File: src/rtl/nn_fixed_pkg.sv
// Shared fixed-point definitions for the MLP neuron datapath.
// Holds the neuron FSM state type, activation-mode codes, the tanh
// piecewise-linear tables and a generic round/saturate helper.
package nn_fixed_pkg;

    typedef enum logic [1:0] {
        IDLE  = 2'd0,
        ACC   = 2'd1,
        DRAIN = 2'd2,
        OUT   = 2'd3
    } state_t;

    localparam logic ACT_TANSIG = 1'b0;
    localparam logic ACT_LINEAR = 1'b1;

    // Tables are in Q.15; 16 uniform segments of width 0.25 cover |x| < 4.0
    localparam int unsigned PWL_Q        = 15;
    localparam int unsigned PWL_SEG_BITS = 13;
    localparam int unsigned PWL_N        = 16;

    // Segment start points (|x| in Q.15)
    localparam int unsigned PWL_BREAK [PWL_N] = '{
        0,     8192,  16384, 24576, 32768,  40960,  49152,  57344,
        65536, 73728, 81920, 90112, 98304, 106496, 114688, 122880
    };

    // tanh at each segment start (Q.15)
    localparam int unsigned PWL_OFFSET [PWL_N] = '{
        0,     8025,  15143, 20813, 24956, 27797, 29660, 30847,
        31589, 32048, 32330, 32501, 32606, 32669, 32708, 32732
    };

    // Rise of tanh across each segment (Q.15)
    localparam int unsigned PWL_SLOPE [PWL_N] = '{
        8025, 7118, 5670, 4143, 2841, 1863, 1187, 742,
        459,  282,  171,  105,  63,   39,   24,   14
    };

    typedef struct packed {
        logic               sat;
        logic signed [63:0] val;
    } rs_t;

    // Round-half-up then clamp to a signed out_w-bit range
    function automatic rs_t round_sat(input logic signed [63:0] a,
                                      input int unsigned frac_bits,
                                      input int unsigned out_w);
        rs_t                res;
        logic signed [63:0] r;
        logic signed [63:0] hi;
        logic signed [63:0] lo;
        r  = (a + (64'sd1 <<< (frac_bits - 1))) >>> frac_bits;
        hi = (64'sd1 <<< (out_w - 1)) - 64'sd1;
        lo = -(64'sd1 <<< (out_w - 1));
        res.sat = 1'b0;
        res.val = r;
        if (r > hi) begin
            res.sat = 1'b1;
            res.val = hi;
        end else if (r < lo) begin
            res.sat = 1'b1;
            res.val = lo;
        end
        return res;
    endfunction

endpackage

File: src/rtl/tansig_pwl.sv
// Two-stage pipelined odd-symmetric piecewise-linear tanh.
// Ports: clk, rst_n (async active-low), x (signed Qn.FRAC_BITS input),
//        y (signed Qn.FRAC_BITS output, clamped to +/-1.0, two cycles after x).
module tansig_pwl
    import nn_fixed_pkg::*;
#(
    parameter int unsigned DATA_WIDTH = 16,
    parameter int unsigned FRAC_BITS  = 12
) (
    input  logic                  clk,
    input  logic                  rst_n,
    input  logic [DATA_WIDTH-1:0] x,
    output logic [DATA_WIDTH-1:0] y
);

    localparam int unsigned AX_W = DATA_WIDTH + 1;
    localparam int unsigned AQ_W = PWL_SEG_BITS + 4;
    localparam int unsigned SH   = PWL_Q - FRAC_BITS;
    localparam int unsigned RND  = (32'd1 << SH) >> 1;
    localparam int unsigned ONE  = 32'd1 << FRAC_BITS;
    localparam logic [AX_W-1:0] LIMIT = AX_W'(32'd4 << FRAC_BITS);

    logic signed [AX_W-1:0]   xs;
    logic [AX_W-1:0]          ax;
    logic [AQ_W-1:0]          ax_q;
    logic                     neg_c;
    logic                     big_c;
    logic [3:0]               idx_c;
    logic [PWL_SEG_BITS-1:0]  frac_c;

    logic                     a_neg;
    logic                     a_big;
    logic [3:0]               a_idx;
    logic [PWL_SEG_BITS-1:0]  a_frac;

    logic [31:0]              yq;
    logic [31:0]              yf;
    logic [DATA_WIDTH-1:0]    y_c;

    // Stage A: magnitude, segment index and offset within segment
    always_comb begin
        xs     = AX_W'($signed(x));
        neg_c  = x[DATA_WIDTH-1];
        ax     = neg_c ? AX_W'(-xs) : AX_W'(xs);
        big_c  = (ax >= LIMIT);
        ax_q   = AQ_W'(ax) << SH;
        idx_c  = ax_q[AQ_W-1 -: 4];
        frac_c = PWL_SEG_BITS'(ax_q - AQ_W'(PWL_BREAK[idx_c]));
    end

    always_ff @(posedge clk or negedge rst_n) begin
        if (!rst_n) begin
            a_neg  <= 1'b0;
            a_big  <= 1'b0;
            a_idx  <= '0;
            a_frac <= '0;
        end else begin
            a_neg  <= neg_c;
            a_big  <= big_c;
            a_idx  <= idx_c;
            a_frac <= frac_c;
        end
    end

    // Stage B: interpolate, rescale to output format, restore sign
    always_comb begin
        yq  = PWL_OFFSET[a_idx] + ((PWL_SLOPE[a_idx] * 32'(a_frac)) >> PWL_SEG_BITS);
        yf  = (yq + RND) >> SH;
        if (a_big || (yf > ONE)) begin
            yf = ONE;
        end
        y_c = DATA_WIDTH'(yf);
        if (a_neg) begin
            y_c = -y_c;
        end
    end

    always_ff @(posedge clk or negedge rst_n) begin
        if (!rst_n) begin
            y <= '0;
        end else begin
            y <= y_c;
        end
    end

endmodule

File: src/rtl/hidden_layer_neuron.sv
// One neuron of the ASR MLP hidden layer.
// Streams N_INPUTS (in_data, in_weight) beats, accumulates products plus bias,
// rounds/saturates, applies tansig or linear activation and offers the result.
// Ports: clk, rst_n; start/bias/act_mode (launch); clear (abort);
//        in_valid/in_ready/in_data/in_weight (input stream);
//        out_valid/out_ready/out_data/out_sat (result); busy.
module hidden_layer_neuron
    import nn_fixed_pkg::*;
#(
    parameter int unsigned DATA_WIDTH = 16,
    parameter int unsigned FRAC_BITS  = 12,
    parameter int unsigned N_INPUTS   = 28,
    parameter int unsigned ACC_WIDTH  = 40
) (
    input  logic                  clk,
    input  logic                  rst_n,
    input  logic                  start,
    input  logic [DATA_WIDTH-1:0] bias,
    input  logic                  act_mode,
    input  logic                  clear,
    input  logic                  in_valid,
    output logic                  in_ready,
    input  logic [DATA_WIDTH-1:0] in_data,
    input  logic [DATA_WIDTH-1:0] in_weight,
    output logic                  out_valid,
    input  logic                  out_ready,
    output logic [DATA_WIDTH-1:0] out_data,
    output logic                  out_sat,
    output logic                  busy
);

    localparam int unsigned PROD_W       = 2 * DATA_WIDTH;
    localparam int unsigned CNT_W        = $clog2(N_INPUTS + 1);
    localparam int unsigned DRAIN_CYCLES = 4;

    if (ACC_WIDTH < 2 * DATA_WIDTH + $clog2(N_INPUTS) + 1) begin : g_acc_width_chk
        $error("ACC_WIDTH too small for DATA_WIDTH and N_INPUTS");
    end
    if (ACC_WIDTH > 63) begin : g_acc_max_chk
        $error("ACC_WIDTH must not exceed 63");
    end
    if (N_INPUTS < 1 || N_INPUTS > 1024) begin : g_n_chk
        $error("N_INPUTS must be in 1..1024");
    end
    if (FRAC_BITS < 1 || FRAC_BITS > PWL_Q || DATA_WIDTH < FRAC_BITS + 4) begin : g_fmt_chk
        $error("Unsupported DATA_WIDTH/FRAC_BITS combination");
    end

    state_t                       state;
    state_t                       state_nxt;
    logic [CNT_W-1:0]             cnt;
    logic [2:0]                   dcnt;
    logic                         mode;
    logic                         accept;
    logic                         last_beat;

    logic signed [PROD_W-1:0]     prod;
    logic                         p_vld;
    logic signed [ACC_WIDTH-1:0]  acc;
    rs_t                          rs_c;
    logic [DATA_WIDTH-1:0]        rs_q;
    logic                         rs_sat;
    logic [DATA_WIDTH-1:0]        lin_d1;
    logic [DATA_WIDTH-1:0]        lin_d2;
    logic                         sat_d1;
    logic                         sat_d2;
    logic [DATA_WIDTH-1:0]        tan_y;

    logic                         in_ready_nxt;
    logic                         busy_nxt;
    logic                         out_valid_nxt;
    logic                         load_out;

    assign accept    = in_valid & in_ready;
    assign last_beat = accept && (cnt == CNT_W'(N_INPUTS - 1));
    assign rs_c      = round_sat(64'(acc), FRAC_BITS, DATA_WIDTH);

    // State register
    always_ff @(posedge clk or negedge rst_n) begin
        if (!rst_n) begin
            state <= IDLE;
        end else begin
            state <= state_nxt;
        end
    end

    // Next-state logic; clear overrides everything
    always_comb begin
        state_nxt = state;
        case (state)
            IDLE:    if (start)                       state_nxt = ACC;
            ACC:     if (last_beat)                   state_nxt = DRAIN;
            DRAIN:   if (dcnt == 3'(DRAIN_CYCLES))    state_nxt = OUT;
            OUT:     if (out_valid && out_ready)      state_nxt = IDLE;
            default:                                  state_nxt = IDLE;
        endcase
        if (clear) begin
            state_nxt = IDLE;
        end
    end

    // Output decode from the upcoming state so handshake flags are registered
    always_comb begin
        in_ready_nxt  = (state_nxt == ACC);
        busy_nxt      = (state_nxt != IDLE);
        out_valid_nxt = (state_nxt == OUT);
        load_out      = (state == DRAIN) && (state_nxt == OUT);
    end

    always_ff @(posedge clk or negedge rst_n) begin
        if (!rst_n) begin
            in_ready  <= 1'b0;
            busy      <= 1'b0;
            out_valid <= 1'b0;
            out_data  <= '0;
            out_sat   <= 1'b0;
        end else begin
            in_ready  <= in_ready_nxt;
            busy      <= busy_nxt;
            out_valid <= out_valid_nxt;
            if (load_out) begin
                out_data <= (mode == ACT_LINEAR) ? lin_d2 : tan_y;
                out_sat  <= sat_d2;
            end
        end
    end

    // Multiply / accumulate / round pipeline; linear path delayed to match tansig
    always_ff @(posedge clk or negedge rst_n) begin
        if (!rst_n) begin
            cnt    <= '0;
            dcnt   <= '0;
            mode   <= ACT_TANSIG;
            prod   <= '0;
            p_vld  <= 1'b0;
            acc    <= '0;
            rs_q   <= '0;
            rs_sat <= 1'b0;
            lin_d1 <= '0;
            lin_d2 <= '0;
            sat_d1 <= 1'b0;
            sat_d2 <= 1'b0;
        end else if (clear) begin
            cnt    <= '0;
            dcnt   <= '0;
            prod   <= '0;
            p_vld  <= 1'b0;
            acc    <= '0;
            rs_q   <= '0;
            rs_sat <= 1'b0;
            lin_d1 <= '0;
            lin_d2 <= '0;
            sat_d1 <= 1'b0;
            sat_d2 <= 1'b0;
        end else begin
            dcnt <= (state == DRAIN) ? dcnt + 3'd1 : 3'd0;
            if (state == IDLE && start) begin
                acc   <= ACC_WIDTH'($signed(bias)) <<< FRAC_BITS;
                cnt   <= '0;
                p_vld <= 1'b0;
                mode  <= act_mode;
            end else begin
                p_vld <= accept;
                if (accept) begin
                    prod <= PROD_W'($signed(in_data)) * PROD_W'($signed(in_weight));
                    cnt  <= cnt + CNT_W'(1);
                end
                if (p_vld) begin
                    acc <= acc + ACC_WIDTH'(prod);
                end
            end
            rs_q   <= DATA_WIDTH'(rs_c.val);
            rs_sat <= rs_c.sat;
            lin_d1 <= rs_q;
            lin_d2 <= lin_d1;
            sat_d1 <= rs_sat;
            sat_d2 <= sat_d1;
        end
    end

    tansig_pwl #(
        .DATA_WIDTH (DATA_WIDTH),
        .FRAC_BITS  (FRAC_BITS)
    ) u_tansig (
        .clk   (clk),
        .rst_n (rst_n),
        .x     (rs_q),
        .y     (tan_y)
    );

endmodule

File: config.mk
export PLATFORM = sky130hd
export DESIGN_NAME = hidden_layer_neuron
export DESIGN_NICKNAME = d
export VERILOG_FILES = /design/src/rtl/nn_fixed_pkg.sv /design/src/rtl/tansig_pwl.sv /design/src/rtl/hidden_layer_neuron.sv
export SDC_FILE = /design/constraint.sdc
export NUM_CORES = 2
export LEC_CHECK = 0
export ABC_AREA = 0
export ABC_CLOCK_PERIOD_IN_PS = 17000
export CORE_ASPECT_RATIO = 2
export CORE_MARGIN = 2
export CORE_UTILIZATION = 55
export CTS_CLUSTER_SIZE = 10
export DETAILED_ROUTE_END_ITERATION = 8
export PLACE_DENSITY = 0.72
export SYNTH_ARGS = -nofsm -noshare
export SYNTH_HDL_FRONTEND = slang
export SYNTH_HIERARCHICAL = 1
export SYNTH_SLANG_ARGS = --single-unit
File: constraint.sdc
create_clock -name clk -period 17 [get_ports clk]
set_input_delay 2.55 -clock clk [delete_from_list [all_inputs] [get_ports clk]]
set_output_delay 2.55 -clock clk [all_outputs]
set_load 0.03 [all_outputs]
# ---- Word level (Yosys, flattened, before mapping)
# Memories as Yosys holds them, arrays and structs flattened.
# Cells that the tools add are included.
dict set report totals {
  memories 3
  regBits 190
  out_inout_bits 20
  mem_bits_ro 1536
}
dict set report classes {
  n_reduce_logical 12
  mux 37
  eq_ne 8
  bitwise 4
  multipliers 2
  magnitude_cmp 6
  n_addsub 9
}
# memory depth word_bits rd rd_clocked_by_memory_dff wr line_no
set mem_list {}
lappend mem_list {{(no name shown)} 16 32 1 0 0 tansig_pwl.sv:67} ;# yq = PWL_OFFSET[a_idx] + ((PWL_SLOPE[a_idx] * 32'(a_frac)) >> PWL_SEG_BITS);
lappend mem_list {{(no name shown)} 16 32 1 0 0 tansig_pwl.sv:67}
lappend mem_list {{(no name shown)} 16 32 1 0 0 tansig_pwl.sv:48} ;# frac_c = PWL_SEG_BITS'(ax_q - AQ_W'(PWL_BREAK[idx_c]));
# op n
set ops {}
lappend ops {{$mux W32} 7}
lappend ops {{$mux W65} 2}
lappend ops {{$mux W40} 3}
lappend ops {{$mux W16} 6}
lappend ops {{$add A40 B13 Y41 const B} 1}
lappend ops {{$add A40 B32 Y40} 1}
lappend ops {{$add A32 B19 Y32} 1}
lappend ops {{$add A32 B3 Y32 const B} 1}
lappend ops {{$mul A16 B16 Y32} 1}
lappend ops {{$mul A32 B13 Y32} 1}
lappend ops {{$gt A29 B13 Y1 const B} 1}
lappend ops {{$gt A29 B16 Y1 const B} 1}
lappend ops {{$lt A29 B16 Y1 const B} 1}
lappend ops {{$mux W13} 2}
lappend ops {{$ge A17 B15 Y1 const B} 1}
lappend ops {{$mux W17} 1}
lappend ops {{$neg A16 Y17} 1}
lappend ops {{$neg A16 Y16} 1}
lappend ops {{$mux W5} 3}
lappend ops {{$sub A13 B13 Y13} 1}
lappend ops {{$ge A5 B5 Y1 const B} 2}
lappend ops {{$mux W2} 5}
lappend ops {{$not A4 Y5} 2}
lappend ops {{$pmux W2 S4} 1}
lappend ops {{other kinds (17)} 31}

# ---- Logic depth before layout (Yosys ltp)
dict set report depth {
  ltp_word 12
  mapped_depth 45
  depth_no_buf 44
}

# ---- Cells and area by module
# Netlist, hierarchy kept.
# module seq_area_each_um2 area_each_um2 cells_per_inst n_inst
set by_module_without_submodules {}
lappend by_module_without_submodules {hidden_layer_neuron 3878.7 18520.3 2011 1}
lappend by_module_without_submodules {tansig_pwl 800.8 7320.8 867 1}

# ---- Worst setup path before layout
# No wires, ideal clock.
dict set report synth_path {
  path_kind {register -> register}
  startpoint {reg u_tansig.a_idx[1]}
  endpoint {reg u_tansig.y[10]}
  synth_period_minus_slack_ps 10024
  slack_ps 6976
  stages_incl_launch_ff 42
  arrival_time_ps 9890
  n_path_buf 1
  required_time_ps 16866
  cell_sequence {dfrtp_1 > inv_1 > ha_1 > or2_2 > a21oi_1 > nand2_1 > fa_1 > fa_1 > fa_1 > inv_1 > fa_1 > inv_1 > fa_1 > inv_1 > ha_1 > a21oi_1 > o211ai_1 > a41oi_1 > (+6 left out) > ha_1 > clkbuf_1 > a21o_1 > o21bai_1 > o41ai_1 > nor2_1 > a31oi_1 > mux2i_1 > o211ai_1 > a2111oi_4 > nand2b_1 > nand2_1 > ha_1 > nor2b_1 > a32oi_1 > o21ai_0 > a32oi_1 > o31ai_1}
}
dict set report synth_via {
  elab_chain_cells 12
}
# element line_no
set synth_rtl {}
lappend synth_rtl {{from (decl)} tansig_pwl.sv:33} ;# logic [3:0] a_idx;
lappend synth_rtl {{from (signal assigned)} tansig_pwl.sv:60} ;# a_idx <= idx_c;
lappend synth_rtl {{$not A4 Y5 (implied by the code) (*)} tansig_pwl.sv:67}
lappend synth_rtl {{$mem_v2 Z16 W32} -}
lappend synth_rtl {{$mux W32 (implied by the code) (2 in series)} tansig_pwl.sv:67}
lappend synth_rtl {{$mul A32 B13 Y32} tansig_pwl.sv:67}
lappend synth_rtl {{$add A32 B19 Y32 (*)} tansig_pwl.sv:67}
lappend synth_rtl {{$add A32 B3 Y32 (*)} tansig_pwl.sv:68} ;# yf = (yq + RND) >> SH;
lappend synth_rtl {{$gt A29 B13 Y1} tansig_pwl.sv:69} ;# if (a_big || (yf > ONE)) begin
lappend synth_rtl {{$logic_or A1 B1 Y1} tansig_pwl.sv:69}
lappend synth_rtl {{$mux W16 (*)} tansig_pwl.sv:69}
lappend synth_rtl {{$neg A16 Y16} tansig_pwl.sv:74} ;# y_c = -y_c;
lappend synth_rtl {{$mux W16 (*)} tansig_pwl.sv:73} ;# if (a_neg) begin
lappend synth_rtl {{named net u_tansig.y_c[10]} tansig_pwl.sv:38} ;# logic [DATA_WIDTH-1:0] y_c;
lappend synth_rtl {{to (signal assigned)} tansig_pwl.sv:82} ;# y <= y_c;
lappend synth_rtl {{to (decl)} tansig_pwl.sv:13} ;# output logic [DATA_WIDTH-1:0] y
# The timed path passes the listed nets; every way through them passes the cells marked *. The select of a mux whose other input is x is not followed.
# A chain may end at the register's enable or synchronous reset.

# ---- Final worst setup path
dict set report layout_path {
  startpoint {reg u_tansig.a_idx[2]}
  endpoint {reg u_tansig.y[10]}
}
# The elaborated chain is that of the path after synthesis.

==> results.py <==
metrics = {
    "status": {
        "status": "completed",
    },
    "global_routing": {
        "track_usage_pct": 28.9,
        "antenna_found_initial": 3,
        "grt_pass1_wl_um": 111000,
        "overflow": 0,
        "grt_max_degree": 115,
        "grt_pass1_vias": 22300,
    },
    "final_layout": {
        "nNetsFinal": 3530,
        "drive_gt1_share_pct": 3.06,
        "area_growth_pct": 7.53,
        "num_antenna_cells": 0,
    },
    "cts": {
        "clk_pin_slew_ps": 80,
        "clockBufferDepth": 2,
        "cts_made_buffers": 17,
        "cts_resized": 0,
        "cts_tree": "built",
        "cts-root-buf": "clkbuf_16",
        "cts_setup_buffers": 0,
        "postCtsHoldBufs": 0,
        "clock_latency_ps": 470,
        "cts_sinks": 187,
        "h-tree-depth": 4,
    },
    "yosys": {
        "yosys.area_share.simple_pct": 16.9,
        "synth-xor-area-share_pct": 3.99,
        "synth_compound_area_share_pct": 12.1,
        "synth_top_family_by_area": "adder cells",
        "yosys_register_bits": 187,
        "ys_types": 85,
        "yosysWarnings": 6,
        "synth_edf_count": 0,
        "synth_cells": 2878,
        "synth_seq_area_share_pct": 18.1,
        "async_flop_share_pct": 100,
        "syn_area_mm2": 0.0258,
        "ys.flop_type": "dfrtp_1",
        "synthAdderAreaFrac_pct": 38.3,
        "synth_nets": 3515,
        "synth.area.mux_share_pct": 1.85,
        "avgSynthCellArea_um2": 8.98,
    },
    "setup_path": {
        "crit_path_max_incr_delay_ps": 1020,
        "start_kind": "flop",
        "worst_setup_path_end_kind": "flop",
        "criticalPathCategory": "flop to flop",
        "arrival_ps": 11980,
        "crit_required_ps": 17320,
        "crit_slowest_cell": "nor4_1",
        "r2r_setup_slack_ps": 5340,
        "path_max_fanout": 27,
    },
    "die": {
        "die_x_um": 157,
        "dieArea_mm2": 0.0488,
        "start_util_pct": 55.5,
        "core_area_mm2": 0.0465,
        "die-height_um": 311,
        "io_pins": 75,
        "rows": 112,
    },
    "timing": {
        "slew_headroom_pct": 9.87,
        "period_needed_ps": 11660,
        "setup_violations": 0,
        "rsz0062_at_grt": "no",
        "clock_skew_ps": 22.8,
        "final_hold_viol_count": 0,
        "min_period_over_period_pct": 68.6,
        "drv_slew": 0,
        "max_slew.worst_pin.slew_ps": 1340,
        "fin_tns_setup_ps": 0,
        "fmax_ghz": 0.0858,
    },
    "drt": {
        "viasPerCell": 5.68,
        "ant_nets": 0,
        "drt-total-wl_um": 67800,
        "vias": 20100,
        "drt-initial-drc-count": 789,
        "wire_per_inst_um": 19.2,
        "first_pass_iters": 5,
        "route.detailed.drc": 0,
    },
    "placed_design": {
        "io_buffers": 74,
        "place.gp.congestion": 0.949,
        "dp_hpwl_um": 56600,
    },
    "hold_path": {
        "hold_class": "flop to flop",
    },
    "run": {
        "drv_cap": 0,
    },
}
==> worst paths after layout <==
kind                              startpoint            endpoint  cells past startpoint
max                        u_tansig/a_idx[2]      u_tansig/y[10]                     41
min                               lin_d1[12]          lin_d2[12]                      1
max reg2reg                u_tansig/a_idx[2]      u_tansig/y[10]                     41
min reg2reg                       lin_d1[12]          lin_d2[12]                      1
max in group asynchronous              rst_n  u_tansig/a_frac[9]                      2
min in group asynchronous              rst_n              acc[0]                      1
==> critical path, delay by kind of cell, from the launching register on <==
kind / cells / cell delay [ps]
simple gates: 13 / 2760
compound gates: 11 / 2650
flops: 1 / 880
xor+xnor: 1 / 150
fa+ha+maj: 10 / 4200
buf+inv: 5 / 770
mux: 1 / 80
==> per-layer routing <==
layer / GRT usage, % / vias up / part of all wire [%]
li1: - / 9270 / -
met1: 26.9 / 10100 / 32
met2: 58.0 / 454 / 59
met3: 3.36 / 216 / 2.9
met4: 16.2 / 6 / 5.8
met5: 0 / - / 0.050
==> cell usage in the layout (no fill, tap or decap), types with 15 or more instances in the layout <==
| cell | n |
|---|---|
| inv_1 | 490 |
| fa_1 | 350 |
| nand2_1 | 305 |
| ha_1 | 232 |
| dfrtp_1 | 187 |
| and2_1 | 184 |
| nor2_1 | 157 |
| a21oi_1 | 132 |
| xnor2_1 | 83 |
| clkdlybuf4s50_1 | 72 |
| o21ai_0 | 66 |
| nor2b_1 | 56 |
| a21o_1 | 50 |
| mux2i_1 | 40 |
| nand3_1 | 37 |
| nor3_1 | 33 |
| xor2_1 | 33 |
| o21ai_1 | 27 |
| nand2b_1 | 26 |
| a22o_1 | 24 |
| buf_4 | 23 |
| a211oi_1 | 22 |
| o21a_1 | 19 |
| nand4_1 | 18 |
| a31oi_1 | 17 |
| clkbuf_16 | 17 |
| or3_1 | 15 |
| o21bai_1 | 15 |
==> layout make-up <==
class / count / area [um^2]
multi-input combinational: 2100 / 18900
clock buffer: 17 / 425
sequential: 187 / 4680
inverter: 490 / 1840
fill: 4198 / 18700
timing repair buffer: 97 / 912
tap: 627 / 785
clock inverter: 15 / 220
==> per-stage QoR <==
| stage | instance area (um^2) | setup slack [ps] | instances | utilization, % | hold slack, ps |
|---|---|---|---|---|---|
| 2_1_floorplan | 25800 | 6980 | 2878 | - | 389 |
| 3_3_place_gp | 27100 | 5900 | 3501 | 58.3 | 443 |
| 3_5_place_dp | 27100 | 5570 | 3501 | 58.3 | 449 |
| 4_1_cts | 27800 | 5530 | 3533 | 59.7 | 459 |
| 5_1_grt | 27800 | 4620 | 3533 | 59.7 | 489 |
| 6_report | 27800 | 5340 | 3533 | 59.7 | 455 |
==> logic make-up (layout without fill, tap and decap cells) <==
logic type	count (synthesis)	count (layout)
adder cells (fa/ha/maj)	582	582
buffers and inverters	591	619
AO/OA/AOI/OAI	470	470
AND/OR/NAND/NOR	885	885
multiplexers	46	46
XOR/XNOR	117	117
flip-flops	187	187
==> registers in the layout, indices dropped and copies added, names as in the netlist, 5 cells and up <==
signal / count
acc: 40
cnt: 5
lin_d1: 16
lin_d2: 16
out_data: 16
prod: 32
rs_q: 16
u_tansig/a_frac: 10
u_tansig/y: 16
==> cell usage after synthesis (5+ instances only) <==
| cell | instances | share of area (%) |
|---|---|---|
| nor3b_1 | 5 | 0.15 |
| o21bai_1 | 15 | 0.44 |
| nand2_1 | 305 | 4.4 |
| or3_1 | 15 | 0.36 |
| o31a_1 | 5 | 0.17 |
| a21o_1 | 50 | 1.5 |
| fa_1 | 350 | 27 |
| mux2i_1 | 40 | 1.5 |
| nor2b_1 | 56 | 1.4 |
| a32o_1 | 6 | 0.23 |
| nor2_1 | 158 | 2.3 |
| o21ai_0 | 66 | 1.3 |
| a22o_1 | 24 | 0.81 |
| nand2b_1 | 26 | 0.63 |
| o21ai_1 | 27 | 0.52 |
| a21oi_1 | 133 | 2.6 |
| nand4_1 | 18 | 0.44 |
| and2_1 | 184 | 4.5 |
| a211o_1 | 10 | 0.34 |
| inv_1 | 490 | 7.1 |
| clkbuf_1 | 90 | 1.3 |
| nor4_1 | 6 | 0.15 |
| buf_1 | 5 | 0.073 |
| dfrtp_1 | 187 | 18 |
| xor2_1 | 33 | 1.1 |
| a211oi_1 | 22 | 0.64 |
| o211ai_1 | 8 | 0.23 |
| nor3_1 | 33 | 0.64 |
| and3_1 | 9 | 0.22 |
| or2_2 | 5 | 0.12 |
| o31ai_1 | 11 | 0.32 |
| xnor2_1 | 83 | 2.8 |
| and4_1 | 6 | 0.20 |
| nand3_1 | 37 | 0.72 |
| a2111oi_0 | 5 | 0.17 |
| a31oi_1 | 17 | 0.41 |
| o21a_1 | 19 | 0.55 |
| ha_1 | 232 | 11 |
Power is left out: the tool's default activity adds up to more than one toggle a clock period on the data nets, which glitch-free logic cannot reach.
==> RTL change, RTL diff (same settings) <==
`FRAC_BITS` is set to 12 in 2 places; all go to 6.
--- a/src/rtl/tansig_pwl.sv
+++ b/src/rtl/tansig_pwl.sv
@@ -6,5 +6,5 @@
 #(
     parameter int unsigned DATA_WIDTH = 16,
-    parameter int unsigned FRAC_BITS  = 12
+    parameter int unsigned FRAC_BITS  = 6
 ) (
     input  logic                  clk,
--- a/src/rtl/hidden_layer_neuron.sv
+++ b/src/rtl/hidden_layer_neuron.sv
@@ -9,5 +9,5 @@
 #(
     parameter int unsigned DATA_WIDTH = 16,
-    parameter int unsigned FRAC_BITS  = 12,
+    parameter int unsigned FRAC_BITS  = 6,
     parameter int unsigned N_INPUTS   = 28,
     parameter int unsigned ACC_WIDTH  = 40
Function: no difference found for any inputs over 4 cycles, from zero or initial values and one cycle with rst_n low; that may be too few to reach the edited logic, so the function may still have changed.
==> RTL change against the unedited design <==
Sequential cell count down 7; area after synthesis down 10%; critical path depth down 9; synthesized cell count decreased by 11%; setup slack improved by 2500 ps; count of clock-buffer cells in the layout rose by 1; cell area decreased by 10%; routed wire length fell by 15%.
Power is not shown: default switching activity piles up to over one toggle a cycle in this logic, so the estimate is an artifact.
==> RTL change: results (changes against the unedited design) <==
[run_status]
status=complete, no violations

[global_routing]
grt_max_degree=72  ; -37%
grt_usage_pct=27.8  ; -1.1 points
antenna_found_initial=0  ; -3
grt_use_met1_pct=26.0  ; -0.93 points
grt_pass1_vias=19565  ; -12%
gr-usage-met3_pct=2.12  ; -1.2 points
grt_first_pass_wirelength_um=95800  ; -13%
met2_usage_pct=56.3  ; -1.7 points

[synthesis]
synth_compound_gate_area_share_pct=11.7  ; -0.46 points
synthTopCellsByArea=fa_1 25%, dfrtp_1 19%, ha_1 12%, inv_1 6.4%, and2_1 4.2%
async_flop_share_pct=100  ; unchanged
syn_nets=3133  ; -11%
yosysTopAreaCellShare_pct=24.8  ; -2.3 points
postSynthAreaPerCell_um2=9.02  ; +0.45%
seq_area_frac_synth_pct=19.4  ; +1.3 points
synth_commonest_cells=395 x inv_1, 287 x fa_1, 259 x nand2_1
synthAdderAreaFrac_pct=36.8  ; -1.5 points
ys.flop_type=dfrtp_1
synth_xor_area_share_pct=4.30  ; +0.31 points
synth_mux_area_share_pct=2.11  ; +0.26 points

[cts]
cts_root_buffer=clkbuf_16
clk_pin_slew_ps=80  ; about the same
cts_setup_buffers=0  ; unchanged
clkLatencyLatePin_ps=450  ; -20 ps
cts_buffer_depth=2  ; unchanged
cts_resized=0  ; unchanged
cts.sinks=180  ; -3.7%

[worst_setup_path]
slowest_delay_ps=840  ; -180 ps
critical_path.startpoint=u_tansig/a_idx[0]
rr_worst_depth=32  ; -22%
cp-endpoint=u_tansig/y[4]
critPathSlowestCell=o31ai_1
r2r_setup_slack_ps=7810  ; +2460 ps
worst_ep_arrival_time_ps=9440  ; -2540 ps
crit_path_max_fanout=9  ; -67%

[worst_hold_path]
holdPathEnd=lin_d2[11]
holdCritStartpoint=lin_d1[11]

[sta]
fin_crit_sh_pct=54.1  ; -14 points
maxSlewHeadroom_pct=24.1  ; +14 points
skew_ps=10.2  ; -12.5 ps
hold_ws_ps=454  ; -1.14 ps

[route]
drt_iter0_markers=634  ; -20%
drt-wirelength-per-cell_um=18.4  ; -4.1%
vias=17847  ; -11%
wirelength_um=57700  ; -15%
dr.pass1.iters=6  ; +1

[placement]
place_ws_ps=7450  ; +1880 ps
dp_hpwl_um=48400  ; -15%
io_buffers=74  ; unchanged
gp_congestion=0.988  ; +4.0%
post_dp_cell_area_mm2=0.0243  ; -10%

[final_layout]
drive_gt1_share_pct=3.58  ; +0.52 points

## RTL change: cell count changes after synthesis, moves of 14 or more
cell / before / now
o21ai_1: 27 / 1
xnor2_1: 83 / 69
a21oi_1: 133 / 107
nand2_1: 305 / 259
fa_1: 350 / 287
a21o_1: 50 / 32
a22o_1: 24 / 7
and2_1: 184 / 156
o21ai_0: 66 / 122
inv_1: 490 / 395
## RTL change: final cells by class
cell class	count	area [um^2]
well taps	540	676
inverters	398	1490
clock buffers	18	429
fillers	3700	16800
flip-flops and latches	180	4500
repair buffers	88	842
clock inverters	14	136
multi-input cells	1897	16800
## RTL change: routing by layer
layer  vias to the layer above  share of wire, %
met5                         -                 0
met4                         0               6.9
met3                       179               2.3
li1                       8378                 -
met1                      8868                33
met2                       422                58
## RTL change: worst register-to-register path: cells and delay by family, from the launching register on
kind | cells | cell delay [ps]
compound gates | 11 | 3180
xor+xnor | 1 | 120
fa+ha+maj | 11 | 3800
buf+inv | 2 | 190
flops | 1 | 550
simple gates | 7 | 1140
